[src/rtl/blood_pkg.sv]
// Shared types and compatibility rules for the blood-compatibility datapath.
//   abo_e     : 2-bit ABO group, encoded {a,b}: 00=O, 01=B, 10=A, 11=AB.
//   donor_t   : one registry entry {a, b, rh, vld}.
//   patient_t : latched patient request {a, b, rh}.
//   state_e   : donor_finder FSM states.
//   is_compat : donor antigens must be a subset of the patient's antigens.
//   is_exact  : compatible and same ABO group and Rh as the patient.
package blood_pkg;

  typedef enum logic [1:0] {
    ABO_O  = 2'b00,
    ABO_B  = 2'b01,
    ABO_A  = 2'b10,
    ABO_AB = 2'b11
  } abo_e;

  typedef struct packed {
    logic a;
    logic b;
    logic rh;
    logic vld;
  } donor_t;

  typedef struct packed {
    logic a;
    logic b;
    logic rh;
  } patient_t;

  typedef enum logic [1:0] {
    ST_IDLE = 2'd0,
    ST_SCAN = 2'd1,
    ST_RESP = 2'd2
  } state_e;

  function automatic abo_e abo_of(input logic a, input logic b);
    return abo_e'({a, b});
  endfunction

  function automatic logic is_compat(input donor_t d, input patient_t p);
    return d.vld && (!d.a || p.a) && (!d.b || p.b) && (!d.rh || p.rh);
  endfunction

  function automatic logic is_exact(input donor_t d, input patient_t p);
    return is_compat(d, p) && (abo_of(d.a, d.b) == abo_of(p.a, p.b)) && (d.rh == p.rh);
  endfunction

endpackage

[src/rtl/blood_compat.sv]
// Combinational compatibility evaluator for a single donor entry.
//   donor_i   : registry entry selected by the scan pointer.
//   patient_i : latched patient request.
//   compat_o  : entry is valid and compatible with the patient.
//   exact_o   : entry is compatible and matches ABO group and Rh exactly.
module blood_compat
  import blood_pkg::*;
(
  input  donor_t   donor_i,
  input  patient_t patient_i,
  output logic     compat_o,
  output logic     exact_o
);

  assign compat_o = is_compat(donor_i, patient_i);
  assign exact_o  = is_exact(donor_i, patient_i);

endmodule

[src/rtl/donor_finder.sv]
// Patient-side donor search engine.
// Holds a flop-based registry of DEPTH donor entries, accepts a patient
// request and scans one entry per clock, then reports the best donor.
//   clk, rst             : clock, asynchronous active-high reset.
//   wr_en/wr_idx/wr_a/wr_b/wr_rh/wr_vld : registry write port (any state).
//   req_valid/req_ready  : request handshake; req_a/req_b/req_rh patient,
//                          req_take clears the chosen entry on a found result.
//   rsp_valid/rsp_ready  : response handshake; rsp_found, rsp_exact,
//                          rsp_idx (chosen entry), rsp_count (compatible count).
//   dbg_state            : current FSM state (state_e encoding).
//
// Handshakes: a transfer happens on a rising edge where valid && ready are
// both high. rsp_valid, once high, stays high with all rsp_* fields stable
// until the transfer; req_ready is high only in IDLE.
module donor_finder
  import blood_pkg::*;
#(
  parameter int DEPTH = 16,
  parameter int IDX_W = 4
) (
  input  logic             clk,
  input  logic             rst,
  input  logic             wr_en,
  input  logic [IDX_W-1:0] wr_idx,
  input  logic             wr_a,
  input  logic             wr_b,
  input  logic             wr_rh,
  input  logic             wr_vld,
  input  logic             req_valid,
  output logic             req_ready,
  input  logic             req_a,
  input  logic             req_b,
  input  logic             req_rh,
  input  logic             req_take,
  output logic             rsp_valid,
  input  logic             rsp_ready,
  output logic             rsp_found,
  output logic             rsp_exact,
  output logic [IDX_W-1:0] rsp_idx,
  output logic [IDX_W:0]   rsp_count,
  output logic [1:0]       dbg_state
);

  localparam logic [IDX_W-1:0] LAST_IDX = IDX_W'(DEPTH - 1);

  state_e           state_q, state_d;
  logic [IDX_W-1:0] ptr_q, ptr_d;
  logic [IDX_W:0]   cnt_q, cnt_d;
  logic [IDX_W-1:0] fc_idx_q, fc_idx_d;   // first compatible index
  logic             fc_vld_q, fc_vld_d;
  logic [IDX_W-1:0] fe_idx_q, fe_idx_d;   // first exact index
  logic             fe_vld_q, fe_vld_d;
  patient_t         pat_q, pat_d;
  logic             take_q, take_d;
  logic             take_clr;

  donor_t           reg_q [DEPTH];
  logic             cur_compat;
  logic             cur_exact;

  // The entry under evaluation is read straight from the flops, so a write
  // landing on it this cycle only takes effect after it has been evaluated.
  blood_compat u_compat (
    .donor_i   (reg_q[ptr_q]),
    .patient_i (pat_q),
    .compat_o  (cur_compat),
    .exact_o   (cur_exact)
  );

  // Response fields come straight from the scan accumulators, which are
  // frozen while in RESP. With nothing found both index registers are 0.
  assign rsp_found = fc_vld_q;
  assign rsp_exact = fe_vld_q;
  assign rsp_idx   = fe_vld_q ? fe_idx_q : fc_idx_q;
  assign rsp_count = cnt_q;
  assign dbg_state = state_q;

  always_comb begin
    state_d   = state_q;
    ptr_d     = ptr_q;
    cnt_d     = cnt_q;
    fc_idx_d  = fc_idx_q;
    fc_vld_d  = fc_vld_q;
    fe_idx_d  = fe_idx_q;
    fe_vld_d  = fe_vld_q;
    pat_d     = pat_q;
    take_d    = take_q;
    req_ready = 1'b0;
    rsp_valid = 1'b0;
    take_clr  = 1'b0;
    case (state_q)
      ST_IDLE: begin
        req_ready = 1'b1;
        if (req_valid) begin
          pat_d    = '{a: req_a, b: req_b, rh: req_rh};
          take_d   = req_take;
          cnt_d    = '0;
          fc_idx_d = '0;
          fc_vld_d = 1'b0;
          fe_idx_d = '0;
          fe_vld_d = 1'b0;
          ptr_d    = '0;
          state_d  = ST_SCAN;
        end
      end
      ST_SCAN: begin
        if (cur_compat) begin
          cnt_d = cnt_q + (IDX_W + 1)'(1);
          if (!fc_vld_q) begin
            fc_vld_d = 1'b1;
            fc_idx_d = ptr_q;
          end
        end
        if (cur_exact && !fe_vld_q) begin
          fe_vld_d = 1'b1;
          fe_idx_d = ptr_q;
        end
        ptr_d = ptr_q + IDX_W'(1);
        if (ptr_q == LAST_IDX) begin
          ptr_d   = '0;
          state_d = ST_RESP;
        end
      end
      ST_RESP: begin
        rsp_valid = 1'b1;
        if (rsp_ready) begin
          take_clr = fc_vld_q && take_q;
          state_d  = ST_IDLE;
        end
      end
      default: state_d = ST_IDLE;
    endcase
  end

  always_ff @(posedge clk or posedge rst) begin
    if (rst) begin
      state_q  <= ST_IDLE;
      ptr_q    <= '0;
      cnt_q    <= '0;
      fc_idx_q <= '0;
      fc_vld_q <= 1'b0;
      fe_idx_q <= '0;
      fe_vld_q <= 1'b0;
      pat_q    <= '0;
      take_q   <= 1'b0;
    end else begin
      state_q  <= state_d;
      ptr_q    <= ptr_d;
      cnt_q    <= cnt_d;
      fc_idx_q <= fc_idx_d;
      fc_vld_q <= fc_vld_d;
      fe_idx_q <= fe_idx_d;
      fe_vld_q <= fe_vld_d;
      pat_q    <= pat_d;
      take_q   <= take_d;
    end
  end

  // Registry: a write to the same entry as a take wins and keeps wr_vld.
  always_ff @(posedge clk or posedge rst) begin
    if (rst) begin
      for (int i = 0; i < DEPTH; i++) reg_q[i] <= '0;
    end else begin
      for (int i = 0; i < DEPTH; i++) begin
        if (wr_en && (wr_idx == IDX_W'(i))) begin
          reg_q[i] <= '{a: wr_a, b: wr_b, rh: wr_rh, vld: wr_vld};
        end else if (take_clr && (rsp_idx == IDX_W'(i))) begin
          reg_q[i].vld <= 1'b0;
        end
      end
    end
  end

endmodule

[config.mk]
export PLATFORM = sky130hd
export DESIGN_NAME = donor_finder
export DESIGN_NICKNAME = d
export VERILOG_FILES = /design/src/rtl/blood_pkg.sv /design/src/rtl/blood_compat.sv /design/src/rtl/donor_finder.sv
export SDC_FILE = /design/constraint.sdc
export NUM_CORES = 1
export LEC_CHECK = 0
export ABC_AREA = 0
export ABC_CLOCK_PERIOD_IN_PS = 2810
export CAP_MARGIN = 20
export CORE_MARGIN = 2
export CORE_UTILIZATION = 53
export DETAILED_ROUTE_END_ITERATION = 8
export PLACE_DENSITY_LB_ADDON = 0.3
export RECOVER_POWER = 100
export SLEW_MARGIN = 20
export SYNTH_ARGS = -nofsm -noshare
export SYNTH_HDL_FRONTEND = slang
export SYNTH_SLANG_ARGS = --single-unit
export TNS_END_PERCENT = 10
[constraint.sdc]
create_clock -name clk -period 2.81 [get_ports clk]
set_input_delay 0.562 -clock clk [delete_from_list [all_inputs] [get_ports clk]]
set_output_delay 0.562 -clock clk [all_outputs]
set_load 0.1 [all_outputs]
==> impl_summary.txt <==
----------------------------------------------------
[Logic synthesis]
  Sequential cell area fraction in the yosys report ... 0.502
  XOR/XNOR share of the synthesized area ... 0.00593
  Adder-cell share of the synthesized area ... 0.0141
  Number of flops mapped to enable cells by yosys ... 0
  Flip-flop and latch count after synthesis ... 89
  Basic-gate share of the synthesized area counting and, or, nand and nor cells ... 0.105
  Main synth FF type ... dfrtp_1
  Ys async rst share ... 1.00
  Post-Syn Area ... roughly 4400 um2
  Most area-consuming cells after synthesis ... dfrtp_1 50%, mux2_2 13%, mux2i_1 7.0%
  Top-area cell type share of the netlist area ... 0.502
  Combinational family with the most area after synthesis ... multiplexers
  Share of cell area taken by muxes after synthesis ... 0.233
  Total nets after synthesis ... a little under 400
  Largest area contributor in the synthesized netlist ... dfrtp_1
  YS warnings ... 0
  Synth Instances ... roughly 380
  Post-synthesis average cell area ... 11.8 um2
  Complex-gate fraction of the synthesized area ... 0.108
  Number of distinct standard cells referenced by the synthesized netlist ... between 40 and 50

[Drt]
  Met2 wirelength from detailed routing ... between 4 and 5 mm
  Via count ... around 3.1k
  Length of the first detailed-routing pass in iterations ... 5
  First DRT Iteration DRCs ... roughly 170
  Routed wire length per instance ... ~19 um
  Highest routed metal layer ... met4
  Metal3 WL ... around 590 um
  Number of vias per cell ... 5.95
  Final routed DRC violation total ... 0
  Met1 Wirelength ... 4.54 mm
  Routed Antenna Nets ... 0
  Total wire length after detailed routing ... around 10 mm

[Place]
  Placed cell count ... roughly 510
  DP Area ... around 4900 um2
  Buffers added on ports ... 31
  Sum of net half-perimeters after detailed placement ... 7.39 mm
  Global placer's final weighted congestion ... between 0.8 and 0.9
  Worst-case setup slack after placement ... 0.0205 ns

[Timing]
  Post-layout minimum cycle time ... about 2.7 ns
  Final Max Slew Viols ... 1
  Final setup vio count ... 0
  Period Utilization, post-route ... 0.973
  Final hold violation count ... 0
  Setup repair after global routing missed its margin ... true
  Final clock skew ... 0.00719 ns
  Post-Route Hold Slack ... 0.510 ns
  Summed negative setup slack over all endpoints ... 0 ns
  Highest clock frequency the design can meet ... about 370 MHz
  Worst-case headroom to the max-slew limit ... -0.00450
  Final WS setup ... 0.0763 ns
  Transition time at the pin with the least slew margin ... 1.50 ns

[Die]
  I/O pin cnt ... 32
  Core region area ... 8180 um2
  Vertical extent of the die ... roughly 95 um
  Effective utilization at floorplan ... 0.542
  Die area ... just over 9000 um2
  # rows ... 33
  Horiz. Die Dim ... 95.5 um

[Clock tree]
  Clk pin slew, worst setup/hold paths ... around 0.090 ns
  TritonCTS clock tree ... done
  CTS sink cnt ... slightly below 90
  Clock latency reported for the late side of the worst-skew pair ... 0.37 ns
  CTS root buf ... clkbuf_8
  Cts bufs inserted ... 9
  Longest Clk Path Bufs ... 2
  Maximum level of the CTS H-tree ... 3

[Critical path]
  CP Class ... flip-flop to flip-flop
  Peak fanout along the critical path ... 7
  Length in cells of the worst reg-to-reg path ... 10
  Required @ worst endpoint ... around 3.1 ns
  Type of origin of the critical path ... flip-flop
  Kind of capture point of the worst setup path ... flip-flop
  Data arrival time of the critical path ... 3.03 ns

[Power and ir drop]
  Leakage power ... around 2.2 nW
  Power Total ... 5.40 mW
  Worst VDD drop ... just over 0.6 mV
  Power density cells ... ~1000 nW/um2

[Flow run]
  Number of max-cap violations ... 1

[Layout]
  Most used cells in the layout excluding fill and tap cells ... 89 x dfrtp_1, 52 x mux2_2, 36 x nand2_1
  Most frequent standard cell in the layout excluding fill and tap cells ... dfrtp_1
  Syn-to-layout area delta ... 16.0%
  Final Net Count ... between 400 and 500
  Final standard cell area without fillers ... around 5100 um2
  Fin cells ... 529
  Antenna diode instance count ... 0
  Proportion of layout cells with a drive suffix above 1 ... 0.269
  Post-Route Utilization ... 0.629

[Global routing]
  Total global routing track utilization ... 0.247
  Pin count of the biggest net entering global routing ... 42
  Vias in the first global route ... approximately 3.2k
  Global-route wire length before repair ... ~17 mm
  Overflow after GRT ... 0
  Antenna violations before repair ... 0

[Status]
  Violations in the final reports ... max-capacitance violations, max-slew violations
  Run status ... complete, but fails checks

[Worst hold path]
  Worst min path class ... flip-flop to flip-flop
  Worst hold path depth ... 1

----------------------------------------------------
-- synthesized netlist by cell type (all sizes together), types with 2 or more instances --
master and number:
nor4 2, o31ai 3, nand2 38, nor2 13
mux4 6, xnor2 3, or3 2, and2 2
a22oi 5, inv 15, a32o 3, nor2b 5
dfrtp 89, mux2 52, buf 8, nand2b 8
mux2i 31, o211ai 6, a221oi 6, a21oi 6
a22o 2, ha 5, nand3b 3, nand4 4
o21ai 30, nand3 11, clkbuf 9
-- routing by layer --
metal,track usage,vias up
li1,-,1450
met1,0.346,1577
met2,0.384,102
met3,0.0411,18
met4,0.101,0
met5,0,-
-- power breakdown --
group	internal (mW)	switching (mW)	leakage (nW)
clock	0.460	0.464	0.103
combinational	1.05	1.55	0.977
sequential	1.62	0.252	1.11
-- registers in the layout, indices dropped and copies added, names as in the netlist --
name	count
dbg_state	2
fc_idx_q	4
pat_q	3
fe_idx_q	4
take_q	1
ptr_q	4
rsp_count	5
reg_q	64
rsp_exact	1
rsp_found	1
-- cells by family after synthesis --
family,Yosys count
AND/OR/NAND/NOR,90
multiplexers,89
flip-flops,89
AO/OA/AOI/OAI,68
buffers and inverters,32
adder cells (fa/ha/maj),5
XOR/XNOR,3
-- area by class of cell --
type | count | area (um2)
Multi-Input combinational cell | 255 | 2140
Tap cell | 105 | 131
Clock buffer | 12 | 155
Inverter | 15 | 57.6
Sequential cell | 89 | 2230
Fill cell | 652 | 3030
Clock inverter | 4 | 51.3
Timing Repair Buffer | 49 | 379
-- worst max-delay path: stages, from the launching register on --
cell and delay [ns]:
dfrtp_1 0.43, buf_12 0.16, mux4_2 0.52, a22oi_2 0.18, nand2_2 0.09, ha_4 0.19
nor4_4 0.29, nand4_4 0.17, buf_6 0.16, a21oi_4 0.25, mux2i_1 0.21
-- repair_timing --
action | in CTS | in global routing
pin swaps | 0 | 8
resized for setup | 2 | 16
endpoints found under the setup margin | 1 | 15
hold buffers | 0 | 0
setup buffers | 0 | 2
-- final timing paths --
kind | startpoint | slack (ns) | to
max | ptr_q[0] | 0.08 | fe_idx_q[3]
min | reg_q[54] | 0.51 | reg_q[54]
max reg2reg | ptr_q[0] | 0.08 | fe_idx_q[3]
min reg2reg | reg_q[54] | 0.51 | reg_q[54]
max in group asynchronous | rst | 0.58 | reg_q[40]
min in group asynchronous | rst | 0.98 | rsp_exact
No activity file was read; power rests on OpenSTA's default activity.
